File: src/rtl/spectrum_pkg.sv
// Shared types and constants for the spectrum LED shift-out path.
//   - state_t      : frame sender states
//   - NUM_BINS / BITS_PER_BIN / FRAME_BITS : frame geometry
//   - THERM_L0..L3 : per-bin thermometer codes
//   - therm()      : 2-bit level to 3-LED thermometer
package spectrum_pkg;

   localparam int unsigned NUM_BINS     = 16;
   localparam int unsigned BITS_PER_BIN = 3;
   localparam int unsigned LEVEL_W      = 2;
   localparam int unsigned WORD_W       = NUM_BINS * LEVEL_W;
   localparam int unsigned FRAME_BITS   = NUM_BINS * BITS_PER_BIN;

   localparam logic [BITS_PER_BIN-1:0] THERM_L0 = 3'b000;
   localparam logic [BITS_PER_BIN-1:0] THERM_L1 = 3'b001;
   localparam logic [BITS_PER_BIN-1:0] THERM_L2 = 3'b011;
   localparam logic [BITS_PER_BIN-1:0] THERM_L3 = 3'b111;

   typedef enum logic [1:0] {
      IDLE  = 2'd0,
      LOAD  = 2'd1,
      SHIFT = 2'd2,
      LATCH = 2'd3
   } state_t;

   function automatic logic [BITS_PER_BIN-1:0] therm(input logic [LEVEL_W-1:0] lvl);
      logic [BITS_PER_BIN-1:0] code;
      case (lvl)
         2'd0:    code = THERM_L0;
         2'd1:    code = THERM_L1;
         2'd2:    code = THERM_L2;
         default: code = THERM_L3;
      endcase
      return code;
   endfunction

endpackage

File: src/rtl/spectrum_therm_enc.sv
// Combinational encoder: packed 16x2-bit levels -> 48-bit LED frame.
// Bin k occupies frame[3k+2:3k], so frame[47] is bin 15 thermometer bit 2.
//   levels  : packed levels, bin k = levels[2k+1:2k]
//   frame_c : thermometer frame, MSB shifted out first
module spectrum_therm_enc
   import spectrum_pkg::*;
(
   input  logic [WORD_W-1:0]     levels,
   output logic [FRAME_BITS-1:0] frame_c
);

   always_comb begin
      frame_c = '0;
      for (int k = 0; k < NUM_BINS; k++) begin
         frame_c[k*BITS_PER_BIN +: BITS_PER_BIN] = therm(levels[k*LEVEL_W +: LEVEL_W]);
      end
   end

endmodule

File: src/rtl/spectrum_shift_out.sv
// Serialises the quantised spectrum level word to a shift-register LED bar.
// A frame is sent only when the target word differs from the last one sent
// (or nothing has been sent since reset); raise_fin forces a blank frame.
//   clk, rst     : clock, synchronous active-high reset
//   raise_valid  : level word valid
//   raise_data   : packed 16x2-bit levels
//   raise_fin    : upstream finished, display blanked
//   ser_data     : serial data, frame MSB first
//   ser_clk      : shift clock, rises mid-bit
//   ser_latch    : storage latch pulse, CLK_DIV cycles
//   busy         : high from LOAD through end of LATCH
//   frame_cnt    : frames completed, wraps
module spectrum_shift_out
   import spectrum_pkg::*;
#(
   parameter int unsigned CLK_DIV = 4
)(
   input  logic        clk,
   input  logic        rst,
   input  logic        raise_valid,
   input  logic [31:0] raise_data,
   input  logic        raise_fin,
   output logic        ser_data,
   output logic        ser_clk,
   output logic        ser_latch,
   output logic        busy,
   output logic [7:0]  frame_cnt
);

   localparam int unsigned DIV_W = (CLK_DIV > 2) ? $clog2(CLK_DIV) : 1;
   localparam int unsigned BIT_W = $clog2(FRAME_BITS);
   localparam logic [DIV_W-1:0] DIV_LAST = DIV_W'(CLK_DIV - 1);
   localparam logic [DIV_W-1:0] DIV_HALF = DIV_W'(CLK_DIV / 2);
   localparam logic [BIT_W-1:0] BIT_TOP  = BIT_W'(FRAME_BITS - 1);

   state_t                  state;
   logic [WORD_W-1:0]       shadow;
   logic                    sent_once;
   logic [FRAME_BITS-1:0]   shreg;
   logic [BIT_W-1:0]        bit_cnt;
   logic [DIV_W-1:0]        div_cnt;

   logic [WORD_W-1:0]       target_c;
   logic [FRAME_BITS-1:0]   enc_c;
   logic [DIV_W-1:0]        div_nxt_c;
   logic                    start_c;

   // Blank frame takes priority over any data change.
   assign target_c  = raise_fin ? '0 : raise_data;
   assign div_nxt_c = div_cnt + DIV_W'(1);
   assign start_c   = (raise_valid | raise_fin) & ((target_c != shadow) | ~sent_once);

   spectrum_therm_enc u_enc (
      .levels  (target_c),
      .frame_c (enc_c)
   );

   // Frame sender; outputs are registered alongside the state they belong to.
   always_ff @(posedge clk) begin
      if (rst) begin
         state     <= IDLE;
         shadow    <= '0;
         sent_once <= 1'b0;
         shreg     <= '0;
         bit_cnt   <= '0;
         div_cnt   <= '0;
         ser_data  <= 1'b0;
         ser_clk   <= 1'b0;
         ser_latch <= 1'b0;
         busy      <= 1'b0;
         frame_cnt <= '0;
      end else begin
         case (state)
            IDLE: begin
               ser_data  <= 1'b0;
               ser_clk   <= 1'b0;
               ser_latch <= 1'b0;
               if (start_c) begin
                  state <= LOAD;
                  busy  <= 1'b1;
               end
            end

            LOAD: begin
               shadow   <= target_c;
               shreg    <= enc_c;
               bit_cnt  <= BIT_TOP;
               div_cnt  <= '0;
               ser_data <= enc_c[FRAME_BITS-1];
               ser_clk  <= 1'b0;
               state    <= SHIFT;
            end

            SHIFT: begin
               if (div_cnt == DIV_LAST) begin
                  div_cnt <= '0;
                  ser_clk <= 1'b0;
                  shreg   <= {shreg[FRAME_BITS-2:0], 1'b0};
                  if (bit_cnt == '0) begin
                     state     <= LATCH;
                     ser_data  <= 1'b0;
                     ser_latch <= 1'b1;
                  end else begin
                     bit_cnt  <= bit_cnt - BIT_W'(1);
                     // Next bit is what becomes MSB after this shift.
                     ser_data <= shreg[FRAME_BITS-2];
                  end
               end else begin
                  div_cnt <= div_nxt_c;
                  ser_clk <= (div_nxt_c >= DIV_HALF);
               end
            end

            LATCH: begin
               if (div_cnt == DIV_LAST) begin
                  div_cnt   <= '0;
                  ser_latch <= 1'b0;
                  busy      <= 1'b0;
                  frame_cnt <= frame_cnt + 8'd1;
                  sent_once <= 1'b1;
                  state     <= IDLE;
               end else begin
                  div_cnt <= div_nxt_c;
               end
            end

            default: state <= IDLE;
         endcase
      end
   end

endmodule

File: config.mk
export PLATFORM = sky130hd
export DESIGN_NAME = spectrum_shift_out
export DESIGN_NICKNAME = d
export VERILOG_FILES = /design/src/rtl/spectrum_pkg.sv /design/src/rtl/spectrum_therm_enc.sv /design/src/rtl/spectrum_shift_out.sv
export SDC_FILE = /design/constraint.sdc
export NUM_CORES = 1
export LEC_CHECK = 0
export CAP_MARGIN = 20
export CORE_MARGIN = 2
export CORE_UTILIZATION = 58
export DETAILED_ROUTE_END_ITERATION = 7
export PLACE_DENSITY = 0.8
export SETUP_SLACK_MARGIN = 0.02
export SLEW_MARGIN = 30
export SYNTH_ARGS = -nofsm -noshare
export SYNTH_HDL_FRONTEND = slang
export SYNTH_HIERARCHICAL = 1
export SYNTH_SLANG_ARGS = --single-unit
export TNS_END_PERCENT = 5
File: constraint.sdc
create_clock -name clk -period 2.7 [get_ports clk]
set_clock_uncertainty 0.1 [all_clocks]
set_input_delay 0.27 -clock clk [delete_from_list [all_inputs] [get_ports clk]]
set_output_delay 0.27 -clock clk [all_outputs]
set_load 0.05 [all_outputs]
==> impl_metrics.toml, run 1 <==
[clocking]
insertion_delay_ns = 0.37
cts_buffer_depth = 2
postCtsSetupBuffers = 0
clk_pin_slew_ns = 0.10
clock-sinks = 102
cts_made_buffers = 9
ctsResizeCount = 0
htree_levels = 3
cts_tree = "done"
cts-root-buf = "clkbuf_8"
hold_buffers = 0

[cells_and_area]
area_delta_synth_final_pct = 12.9
finalNonFillerCells = 756
fin_nets = 685
final_core_util = 0.669
drive_above_1_share = 0.0930
diodes = 0

[pwr]
p_leak_nw = 2.17
finalPower_mw = 5.25
power_density_nw_per_um2 = 858
ir_drop_mv = 0.648

[timing]
finalSetupTns_ns = 0
drv_slew = 0
finalCritPeriodShare = 0.817
setup_violations = 0
hold_viol = 0
relSlewSlack = 0.471
tightest_slew_ns = 0.793
rsz0062_at_grt = "no"
fmax_mhz = 453
finalCriticalPeriod_ns = 2.21
hold_ws_ns = 0.287

[global_routing]
grt_max_degree = 93
track_usage = 0.237
grt_pass1_wl_um = 19300
first_global_vias = 4083
antenna_found_initial = 0
grt.overflow.total = 0

[placed_design]
dp.cells = 740
gp_congestion = 0.846
hpwlAfterDp_um = 8000
io_buffers = 47

[synth]
synth_top_family_by_area = "simple AND/OR/NAND/NOR gates"
ys_warn_count = 6
synth.distinct_cells = 55
async_reset_ff_frac = 0
post-synth-top-area-fraction = 0.376
seq_area_frac_synth = 0.376
synthMuxAreaShare = 0.150
yosysTopAreaCell = "dfxtp_1"
yosys-top-cells-count = "nor2_1 (115), dfxtp_1 (102), mux2i_1 (80)"
synth_edf_count = 0
yosysMostFrequentCell = "nor2_1"
synth_xor_area_frac = 0.0291
synth_cells = 625
syn_nets = 670
syn_area_um2 = 5420
synth_ff_type = "dfxtp_1"
synth_seq_cells = 102
synth.avg_cell_area_um2 = 8.68
synthAdderAreaFrac = 0.0208
synth_compound_area_frac = 0.139
synth.area.top_cells = "dfxtp_1 (38%), mux2i_1 (15%), nor2_1 (8.0%), a211oi_1 (6.8%), nor2b_1 (2.9%)"
yosys.area_share.simple = 0.228

[drt]
drt-met1-wl_um = 5460
avgViaCountPerCell = 5.70
initialDrtViolationCount = 161
avgRoutedWirePerCell_um = 15.1
firstDrtPassIters = 6
drt-total-wl_um = 11400
drc = 0
wl_met2_um = 5400
num_vias = 4306
wl_met3_um = 416
antenna_left = 0
top_layer = "met4"

[critical_path]
critical-path-max-stage-delay_ns = 0.67
rr_endpoint = "shreg[20]"
arrival_ns = 2.34
cp-end-kind = "flip-flop"
r2r_start = "state[0]"
start_kind = "flip-flop"
crit_fanout = 46
crit_type = "reg2reg"
cp.required_ns = 2.84
cp_slowest_cell = "buf_4"
r2r_slack_ns = 0.49
ff2ff_path_depth = 5
path_cells = "inv_1 > ha_2 > buf_4 > mux2i_1 > a211oi_1"

[die]
dieArea_um2 = 10100
fp.dieH_um = 101
pin_count = 48
die_w_um = 101
start_util = 0.593
rows = 35
coreArea_um2 = 9150

[worst_hold_path]
hp-class = "in2reg"
hold_path_depth = 2
worst_hold_path.endpoint = "frame_cnt[6]"
min_from = "rst"

[flow_run]
maxCapViolations = 0

[run_status]
status = "finished, final reports clean"
[cell families after synthesis]
family / after synthesis
fa+ha+maj: 9
buf+inv: 76
xor+xnor: 18
compound gates: 110
simple gates: 229
flops: 102
mux: 81
[final cells by class]
cell class	count	area [µm²]
multi-input combinational	447	3080
fill	752	3030
sequential	102	2040
timing repair buffer	57	573
clock buffer	11	141
tap	111	139
inverter	23	86.3
clock inverter	5	58.8
[worst max path at each step]
stage | startpoint | end | slack, ns | cells after the start
2_1_floorplan | bit_cnt[0] | bit_cnt[5] | 0.71 | 9
3_5_place_dp | raise_data[1] | busy | 0.22 | 8
6_report | state[0] | shreg[20] | 0.49 | 5
4_1_cts | state[0] | shreg[20] | 0.47 | 5
3_3_place_gp | raise_data[1] | busy | 0.25 | 8
5_1_grt | state[0] | shreg[30] | 0.34 | 5
[sequential cells by signal, summed over array words and instances, names as in the netlist]
name and cells:
div_cnt 2, shadow 32, ser_latch 1, sent_once 1, busy 1, ser_data 1, bit_cnt 6, state 2
frame_cnt 8, shreg 47, ser_clk 1
[layer usage]
layer | track usage | vias up
met5 | 0 | -
met4 | 0.0717 | 0
met3 | 0.0305 | 10
met2 | 0.392 | 69
met1 | 0.323 | 2044
li1 | - | 2183
[power breakdown]
| part | internal [mW] | switching, mW | leakage (nW) |
|---|---|---|---|
| sequential | 1.91 | 0.252 | 0.833 |
| clock | 0.455 | 0.524 | 0.0955 |
| combinational | 0.934 | 1.18 | 1.24 |
| total | 3.29 | 1.96 | 2.17 |
[placed cells by master (no fill, tap or decap), drive strengths merged, types with 2 or more instances in the layout]
cell	synthesis	layout
nor2	115	115
dfxtp	102	102
mux2i	80	80
a211oi	49	49
clkdlybuf4s50	0	45
nor2b	35	35
inv	22	22
o21ai	19	19
or2	18	18
and2	18	18
buf	20	12
a21oi	11	11
xnor2	11	11
clkbuf	33	11
nand2	11	11
ha	9	9
xor2	7	7
nor4bb	7	7
a31oi	7	7
a22oi	7	7
o22ai	7	7
nand2b	5	5
and4	4	4
nand3	3	3
nor3	3	3
nor4	3	3
clkinv	1	3
clkinvlp	0	2
nand4	2	2
[critical path: cells and delay by family, from the launching register on]
kind,cells,cell delay (ns)
compound gates,1,0.12
mux,1,0.37
flops,1,0.37
fa+ha+maj,1,0.32
buf+inv,2,0.78
[metrics by stage]
step                      setup WS [ns]  area, µm²
final                             0.494       6120
after global routing              0.339       6120
after CTS                         0.474       6120
after detailed placement          0.219       5920
after global placement            0.247       5920
after floorplan                   0.714       5420
Note: power is estimated with default switching activity, not from simulation.
==> run 2, diff against run 1 <==
Clock period 2.7 ns to 2.2 ns, I/O delays scaled along.
==> impl_metrics.toml, run 2 (synthesis results as in run 1) <==
[die]
pin_count = 48
coreArea_um2 = 9150
start_util = 0.593
rows = 35
dieArea_um2 = 10100
die_w_um = 101
fp.dieH_um = 101

[drt]
drc = 0
num_vias = 4461
antenna_left = 0
drt-total-wl_um = 12500
avgRoutedWirePerCell_um = 15.8
initialDrtViolationCount = 200
avgViaCountPerCell = 5.64
firstDrtPassIters = 4

[placed_design]
pre_cts_slack_ns = -0.171
dp.cells = 773
io_buffers = 47
place_area_um2 = 6190
hpwlAfterDp_um = 8370
gp_congestion = 0.842

[pwr]
power_frac_seq = 0.395
p_leak_nw = 2.38
ir_drop_mv = 0.807
p_int_mw = 4.19
p_sw_frac = 0.380
power_density_nw_per_um2 = 1040
clkPwrFrac = 0.179
pwr-share-comb = 0.427
power.switching_mw = 2.57

[timing]
relSlewSlack = 0.605
drv_slew = 0
tightest_slew_ns = 0.592
fmax_mhz = 458
rsz0062_at_grt = "yes"
hold_viol = 0
setup_violations = 0
setup_ws_ns = 0.0170
finalCritPeriodShare = 0.992
finalSetupTns_ns = 0
finalCriticalPeriod_ns = 2.18

[global_routing]
antenna_found_initial = 0
grt_max_degree = 93
use_met3 = 0.0298
top_usage_layer = "met2"
grt.met2_usage = 0.409
grt.overflow.total = 0
met1_usage = 0.325
track_usage = 0.243
first_global_vias = 4396
grt_pass1_wl_um = 20000

[clocking]
clock-sinks = 102
insertion_delay_ns = 0.37
htree_levels = 3
cts_tree = "done"
clk_pin_slew_ns = 0.10
cts_made_buffers = 9
cts_buffer_depth = 2
cts-root-buf = "clkbuf_8"

[cells_and_area]
fin_nets = 721
biggestRegsByFlops = "shreg (47), shadow (32), frame_cnt (8)"
largest_register = "shreg"
area_delta_synth_final_pct = 19.7
final_core_util = 0.709
finalNonFillerCells = 791
diodes = 0
drive_above_1_share = 0.156
final_common_cell = "nor2_1"
largest_reg_flops = 47
final_area_um2 = 6490
final_cell_mix = "nor2_1 (115), dfxtp_1 (99), mux2i_1 (80)"

[worst_hold_path]
hold_path_depth = 2
hp-class = "in2reg"

[critical_path]
start_kind = "flip-flop"
crit_fanout = 4
ff2ff_path_depth = 9
arrival_ns = 2.33
cp.required_ns = 2.35
cp-end-kind = "flip-flop"
crit_type = "reg2reg"

[flow_run]
maxCapViolations = 0

[run_status]
status = "finished, final reports clean"
## run 2: cell types whose count changed in the layout (fill, tap and decap cells not counted), moves of 2 or more
cell     delta
dfxtp_1     -3
buf_4      +33
inv_1       -2
dfxtp_2     +2
## run 2: final timing paths
path	startpoint	to	slack, ns
setup reg to reg	bit_cnt[0]	bit_cnt[5]	0.02
setup / recovery	bit_cnt[0]	bit_cnt[5]	0.02
hold / removal	rst	ser_data	0.14
hold reg to reg	bit_cnt[0]	bit_cnt[0]	0.38
## run 2: critical path, cell delays in order, from the launching register on
cell and delay (ns):
dfxtp_4 0.37, inv_4 0.05, ha_4 0.11, or3b_4 0.39, o311a_4 0.40, or2_4 0.28
nand2_4 0.07, nor3_2 0.04, xnor2_1 0.16, a21oi_1 0.08
## run 2: layout make-up
class | instances | area [µm²]
inverters | 23 | 88.8
multi-input cells | 447 | 3120
well taps | 111 | 139
repair buffers | 93 | 893
clock inverters | 5 | 60.1
fillers | 679 | 2660
clock buffers | 10 | 138
flip-flops and latches | 102 | 2050
## run 2: timing repair
action / 4_1_cts / 5_1_grt
endpoints found under the hold margin: 0 / 0
gates resized for setup: 0 / 15
setup buffers: 0 / 2
endpoints found under the setup margin: 0 / 42
hold buffers: 0 / 0
## run 2: power groups by stage
| stage | Combinational, mW | Sequential (mW) | Clock (mW) |
|---|---|---|---|
| final | 2.88 | 2.67 | 1.21 |
| after global routing | 3.16 | 2.72 | 1.29 |
| after CTS | 2.69 | 2.64 | 1.21 |
| after detailed placement | 2.68 | 2.68 | 0 |
| after global placement | 2.55 | 2.65 | 0 |
| after floorplan | 2.08 | 2.64 | 0 |
## run 2: metal layers
metal	part of all wire	routed length [µm]
met3	0.038	469
met2	0.48	6020
met4	0.014	169
met1	0.47	5840
met5	0	0
## run 2: through the flow
step	total power, mW	hold slack [ns]
2_1_floorplan	4.72	0.300
3_3_place_gp	5.21	0.368
3_5_place_dp	5.36	0.382
4_1_cts	6.55	0.130
5_1_grt	7.18	0.158
6_report	6.76	0.136
